## config.mk

```make
export PLATFORM = sky130hd
export DESIGN_NAME = evt_serializer
export DESIGN_NICKNAME = d
export VERILOG_FILES = /design/src/rtl/evt_pkg.sv /design/src/rtl/evt_crc8.sv /design/src/rtl/evt_serializer.sv
export SDC_FILE = /design/constraint.sdc
export NUM_CORES = 1
export LEC_CHECK = 0
export ABC_AREA = 0
export ABC_CLOCK_PERIOD_IN_PS = 1900
export BUFFER_PORTS_ARGS = -buffer_cell sky130_fd_sc_hd__buf_2
export CORE_ASPECT_RATIO = 2
export CORE_MARGIN = 2
export CORE_UTILIZATION = 45
export DETAILED_ROUTE_END_ITERATION = 12
export PLACE_DENSITY_LB_ADDON = 0.12
export REMOVE_ABC_BUFFERS = 1
export SLEW_MARGIN = 20
export SYNTH_ARGS = -nofsm -noshare
export SYNTH_HDL_FRONTEND = slang
export SYNTH_SLANG_ARGS = --single-unit
```

## constraint.sdc

```tcl
create_clock -name clk -period 1.9 [get_ports clk]
set_input_delay 0.475 -clock clk [delete_from_list [all_inputs] [get_ports clk]]
set_output_delay 0.475 -clock clk [all_outputs]
set_load 0.05 [all_outputs]
```

## src/rtl/evt_pkg.sv

```systemverilog
// Shared types and constants for the event record serializer.
// Defining EVT_SERIALIZER_CRC_EN adds the CRC state to the FSM encoding.
package evt_pkg;

    localparam int EVT_W      = 72;
    localparam int EVT_BEAT_W = 8;

    localparam logic [7:0] CRC8_POLY = 8'h07;

    typedef enum logic [1:0] {
        S_IDLE,
        S_LOAD,
`ifdef EVT_SERIALIZER_CRC_EN
        S_SEND,
        S_CRC
`else
        S_SEND
`endif
    } ser_state_e;

endpackage

```

## src/rtl/evt_crc8.sv

```systemverilog
// CRC-8 accumulator: combinational byte update, registered state.
// Cleared at record load, advanced once per accepted data beat.
module evt_crc8
    import evt_pkg::*;
(
    input  logic       clk_i,
    input  logic       rst_i,
    input  logic       clr_i,
    input  logic       en_i,
    input  logic [7:0] byte_i,
    output logic [7:0] crc_o
);

    logic [7:0] crc_q;
    logic [7:0] crc_d;

    function automatic logic [7:0] crc8_byte(
        input logic [7:0] c,
        input logic [7:0] b
    );
        logic [7:0] x;
        x = c ^ b;
        for (int i = 0; i < 8; i++) begin
            x = x[7] ? ((x << 1) ^ CRC8_POLY) : (x << 1);
        end
        return x;
    endfunction

    always_comb begin
        crc_d = crc_q;
        if (clr_i) begin
            crc_d = '0;
        end else if (en_i) begin
            crc_d = crc8_byte(crc_q, byte_i);
        end
    end

    always_ff @(posedge clk_i) begin
        if (rst_i) begin
            crc_q <= '0;
        end else begin
            crc_q <= crc_d;
        end
    end

    assign crc_o = crc_q;

endmodule

```

## src/rtl/evt_serializer.sv

```systemverilog
// Pops W-bit records from a FIFO and streams them LSB beat first.
// EVT_SERIALIZER_CRC_EN appends a CRC-8 beat to every record.
module evt_serializer
    import evt_pkg::*;
#(
    parameter int W      = EVT_W,
    parameter int BEAT_W = EVT_BEAT_W
) (
    input  logic              clk,
    input  logic              rst,
    input  logic              fifo_empty,
    output logic              fifo_pop,
    input  logic [W-1:0]      fifo_pop_data,
    output logic              m_valid,
    input  logic              m_ready,
    output logic [BEAT_W-1:0] m_data,
    output logic              m_last,
    output logic              busy,
    output logic [15:0]       rec_count
);

    localparam int NBEATS = (W + BEAT_W - 1) / BEAT_W;
    localparam int SR_W   = NBEATS * BEAT_W;
    localparam int IDX_W  = $clog2(NBEATS + 1);
    localparam logic [IDX_W-1:0] LAST_IDX = IDX_W'(NBEATS - 1);

    ser_state_e        state_q;
    logic [SR_W-1:0]   shift_q;
    logic [IDX_W-1:0]  idx_q;
    logic [IDX_W-1:0]  idx_nx;
    logic              m_valid_q;
    logic              m_last_q;
    logic [15:0]       rec_q;
    logic              hs;
    logic              final_hs;
    logic              pop;

    assign hs       = m_valid_q && m_ready;
    assign final_hs = hs && m_last_q;
    assign pop      = !rst && !fifo_empty &&
                      (state_q == S_IDLE || final_hs);
    assign idx_nx   = idx_q + IDX_W'(1);

    always_ff @(posedge clk) begin
        if (rst) begin
            state_q   <= S_IDLE;
            shift_q   <= '0;
            idx_q     <= '0;
            m_valid_q <= 1'b0;
            m_last_q  <= 1'b0;
            rec_q     <= '0;
        end else begin
            unique case (state_q)
                S_IDLE: begin
                    if (pop) state_q <= S_LOAD;
                end
                S_LOAD: begin
                    shift_q   <= SR_W'(fifo_pop_data);
                    idx_q     <= '0;
                    m_valid_q <= 1'b1;
`ifdef EVT_SERIALIZER_CRC_EN
                    m_last_q  <= 1'b0;
`else
                    m_last_q  <= (LAST_IDX == '0);
`endif
                    state_q   <= S_SEND;
                end
                S_SEND: begin
                    if (hs) begin
                        shift_q <= shift_q >> BEAT_W;
                        idx_q   <= idx_nx;
`ifdef EVT_SERIALIZER_CRC_EN
                        if (idx_q == LAST_IDX) begin
                            m_last_q <= 1'b1;
                            state_q  <= S_CRC;
                        end
`else
                        m_last_q <= (idx_nx == LAST_IDX);
                        if (m_last_q) begin
                            rec_q     <= rec_q + 16'd1;
                            m_valid_q <= 1'b0;
                            m_last_q  <= 1'b0;
                            state_q   <= pop ? S_LOAD : S_IDLE;
                        end
`endif
                    end
                end
`ifdef EVT_SERIALIZER_CRC_EN
                S_CRC: begin
                    if (hs) begin
                        rec_q     <= rec_q + 16'd1;
                        m_valid_q <= 1'b0;
                        m_last_q  <= 1'b0;
                        state_q   <= pop ? S_LOAD : S_IDLE;
                    end
                end
`endif
                default: state_q <= S_IDLE;
            endcase
        end
    end

`ifdef EVT_SERIALIZER_CRC_EN
    logic [7:0] crc;

    evt_crc8 u_crc (
        .clk_i  (clk),
        .rst_i  (rst),
        .clr_i  (state_q == S_LOAD),
        .en_i   (hs && state_q == S_SEND),
        .byte_i (shift_q[7:0]),
        .crc_o  (crc)
    );

    assign m_data = (state_q == S_CRC) ? BEAT_W'(crc)
                                       : shift_q[BEAT_W-1:0];
`else
    assign m_data = shift_q[BEAT_W-1:0];
`endif

    assign fifo_pop  = pop;
    assign m_valid   = m_valid_q;
    assign m_last    = m_last_q;
    assign busy      = (state_q != S_IDLE);
    assign rec_count = rec_q;

endmodule

```

==> run metrics <==
Core Util, Final=between 50 and 60%; Pwr Total=approximately 0.0047 W; clock transition at the registers of the reported paths=70 ps; WL final=9888 µm; worst-margin pin slew=between 400 and 500 ps; Clk Latency, worst-skew pair=around 340 ps; DRT Pass-1 Iters=4; final hold vios=0; hold path cells=2; Unique masters post-synth=34; Worst Hold Launch=fifo_empty; H-tree levels=3; Final setup viols=0; fin crit share=96.10%; total track usage=20.17%; Hold Path End=state_q[0]; Psw=0.001207 W; Num CTS Buffers=9; antenna violations before repair=0; DP HPWL=6553 µm; Sink Count=96; Clock Tree Buf Depth=2; DR vias/cell=roughly 5.5; diode count=0; core footprint=between 9000 and 10,000 µm²; Die ar.=between 10,000 and 15,000 µm²; Critical Path End Type=output port; Ports=104; PD cells=904.8 nW/µm²; Root Driver=clkbuf_16; vias in the first global route=about 3,700; CTS tree=done; Hold Crit Class=in -> reg; grt ovf=0; die width=72.20 µm; setup TNS=0 ps; drt wl/cell=13.83 µm; largest fanout on the critical path=2; reg2reg setup slack=around 140 ps; Reg power frac=47.4%; Worst EP required=1420 ps; Max IR drop VDD=580.6 µV; Cells after Synth=530; Crit Path Class=reg -> out; synth warn=0; cell area after synthesis=4185 µm²; internal cell power=roughly 0.0034 W; effective utilization at floorplan=46.44%; IO Port Bufs=103; nets=about 690; Comb pwr share=between 10% and 20%; DR DRC count=0; Area Overhead vs Synth=22.93%; die height=140.4 µm; Fmax=547.7 MHz; gp weighted congestion=0.8195; largest net degree at the start of global routing=97; crit path time final=around 1800 ps; status=completed; FP Rows=between 40 and 50; Final Cell Area=5145 µm²; max-slew violations=0; Worst slew margin=about two thirds; final std cells w/o fill=715; CP arrival=1350 ps; Reg2Reg Depth=5; placed cell areas=4795 µm²; fraction of power spent switching nets=25.94%; Cells after DPL=697; routed vias=3,914; maxcap violations=0; Hold Buf Count CTS=0; mean post-synth cell area=7.897 µm²; RSZ-0062 raised after global routing=false; drt first-iter violations=267; layout cells sized above 1=roughly a quarter; Worst R2R End=rec_count[15]; Post-DRT Antenna Nets=0; clock skew=6.667 ps; Setup crit start kind=flop; worst flop-to-flop path startpoint=state_q[0]; Lkg Pwr=2.095 nW; register area share after synthesis=between 40 and 50%; #FFs+latches synth=96; clock share of power=between 30% and 40%; first-pass GRT wire length=16,350 µm
how the worst max path moves through the flow:
stage,startpoint,slack [ps],depth (start not counted),endpoint
after CTS,m_last,30,3,fifo_pop
after global routing,state_q[0],5,7,shift_q[25]
after detailed placement,m_ready,90,5,rec_count[12]
after floorplan,m_valid,-1590,3,shift_q[0]
final,state_q[1],70,3,fifo_pop
after global placement,m_ready,140,5,rec_count[15]
flip-flops by register name, indices dropped and copies added (netlist names):
register and cells:
idx_q 4, m_last 1, m_valid 1, rec_count 16, shift_q 72, state_q 2
critical path: stages, from the launching register on:
cell and delay [ps]:
dfxtp_4 350, or2_4 250, a211oi_2 230, buf_6 190
routing by layer:
layer  up-vias  track usage [%]  wire length, µm
met2        92            37.32             5403
met4         0            8.143              111
met5         -                0                0
li1       1987                -                -
met3         8            5.540              458
met1      1827            20.52             3914
through the flow:
| step | hold WS [ps] | worst slack, ps |
|---|---|---|
| floorplan | 442.1 | -1591 |
| global placement | 454.4 | 139.9 |
| detailed placement | 458.9 | 92.74 |
| CTS | 308.4 | 29.04 |
| global route | 328.1 | 5.287 |
| finish | 329.7 | 74.05 |
placed cells by master (no fill, tap or decap), drive strengths merged, types with 2 or more instances in the layout:
cell      count
o21ai         6
inv           5
nand2b        2
nor2         81
buf         120
a21oi        18
dfxtp        96
or3           8
nand2       143
nand3        14
ha            3
a22oi         2
nor2b         2
clkinvlp      2
nor4          4
xnor2         9
nand4b        2
clkbuf       10
a311oi       64
xor2          4
nor3          3
clkinv        2
nand4         4
synthesized netlist by cell type:
library cell | n | area (µm²)
or4_1 | 1 | 7.510
xor2_1 | 4 | 35.03
nand4b_1 | 1 | 8.760
or3_4 | 1 | 11.26
nor4_1 | 4 | 25.02
dfxtp_1 | 96 | 1922
nand2b_1 | 2 | 12.51
nor2b_1 | 2 | 12.51
nand2_1 | 143 | 536.8
nor3_1 | 3 | 15.01
a211oi_1 | 1 | 7.510
o31ai_1 | 1 | 7.510
or2_2 | 1 | 6.260
buf_4 | 9 | 67.56
inv_1 | 4 | 15.01
xnor2_1 | 9 | 78.83
nor2_1 | 81 | 304.0
buf_2 | 7 | 35.03
and4b_1 | 1 | 10.01
and4_1 | 1 | 8.760
nand4_2 | 1 | 12.51
nor4b_1 | 1 | 8.760
clkbuf_1 | 25 | 93.84
or3_1 | 7 | 43.79
a2111oi_0 | 1 | 8.760
o21ai_0 | 6 | 30.03
nand4b_4 | 1 | 23.77
nand3_1 | 14 | 70.07
a21oi_1 | 18 | 90.09
buf_1 | 12 | 45.04
a311oi_1 | 64 | 560.5
nand4_1 | 3 | 18.77
a22oi_1 | 2 | 15.01
ha_1 | 3 | 37.54
power by group through the flow:
stage | clock network, W | registers [W] | logic [W]
final | 0.00182 | 0.00221 | 0.000627
after global routing | 0.00198 | 0.00222 | 0.000705
after CTS | 0.00189 | 0.00220 | 0.000632
after detailed placement | 0 | 0.00226 | 0.000615
after global placement | 0 | 0.00225 | 0.000597
after floorplan | 0 | 0.00230 | 0.000340
cell families after synthesis:
kind of cell	count (synthesis)	synth area share (%)
xor gates and xnor gates	13	2.720
and+or+nand+nor	268	27.14
adders and majority gates	3	0.8970
AOI/OAI and AO/OA	93	17.19
buffers and inverters	57	6.128
DFF	96	45.92
what timing repair did:
item                       4_1_cts  5_1_grt
hold endpoints to repair         0        0
resized for setup                9        2
setup buffers                    2        0
pin swaps                        1        0
setup endpoints to repair        1        1
cell type report:
class                           count  area [µm²]
Clock inverter                      6       67.56
Tap cell                          102       127.6
Fill cell                         878        3867
Clock buffer                       10       239.0
Timing Repair Buffer              120       726.9
Multi-Input combinational cell    377        2037
Inverter                            4       15.01
Sequential cell                    96        1932
(Power assumes the default switching activity.)
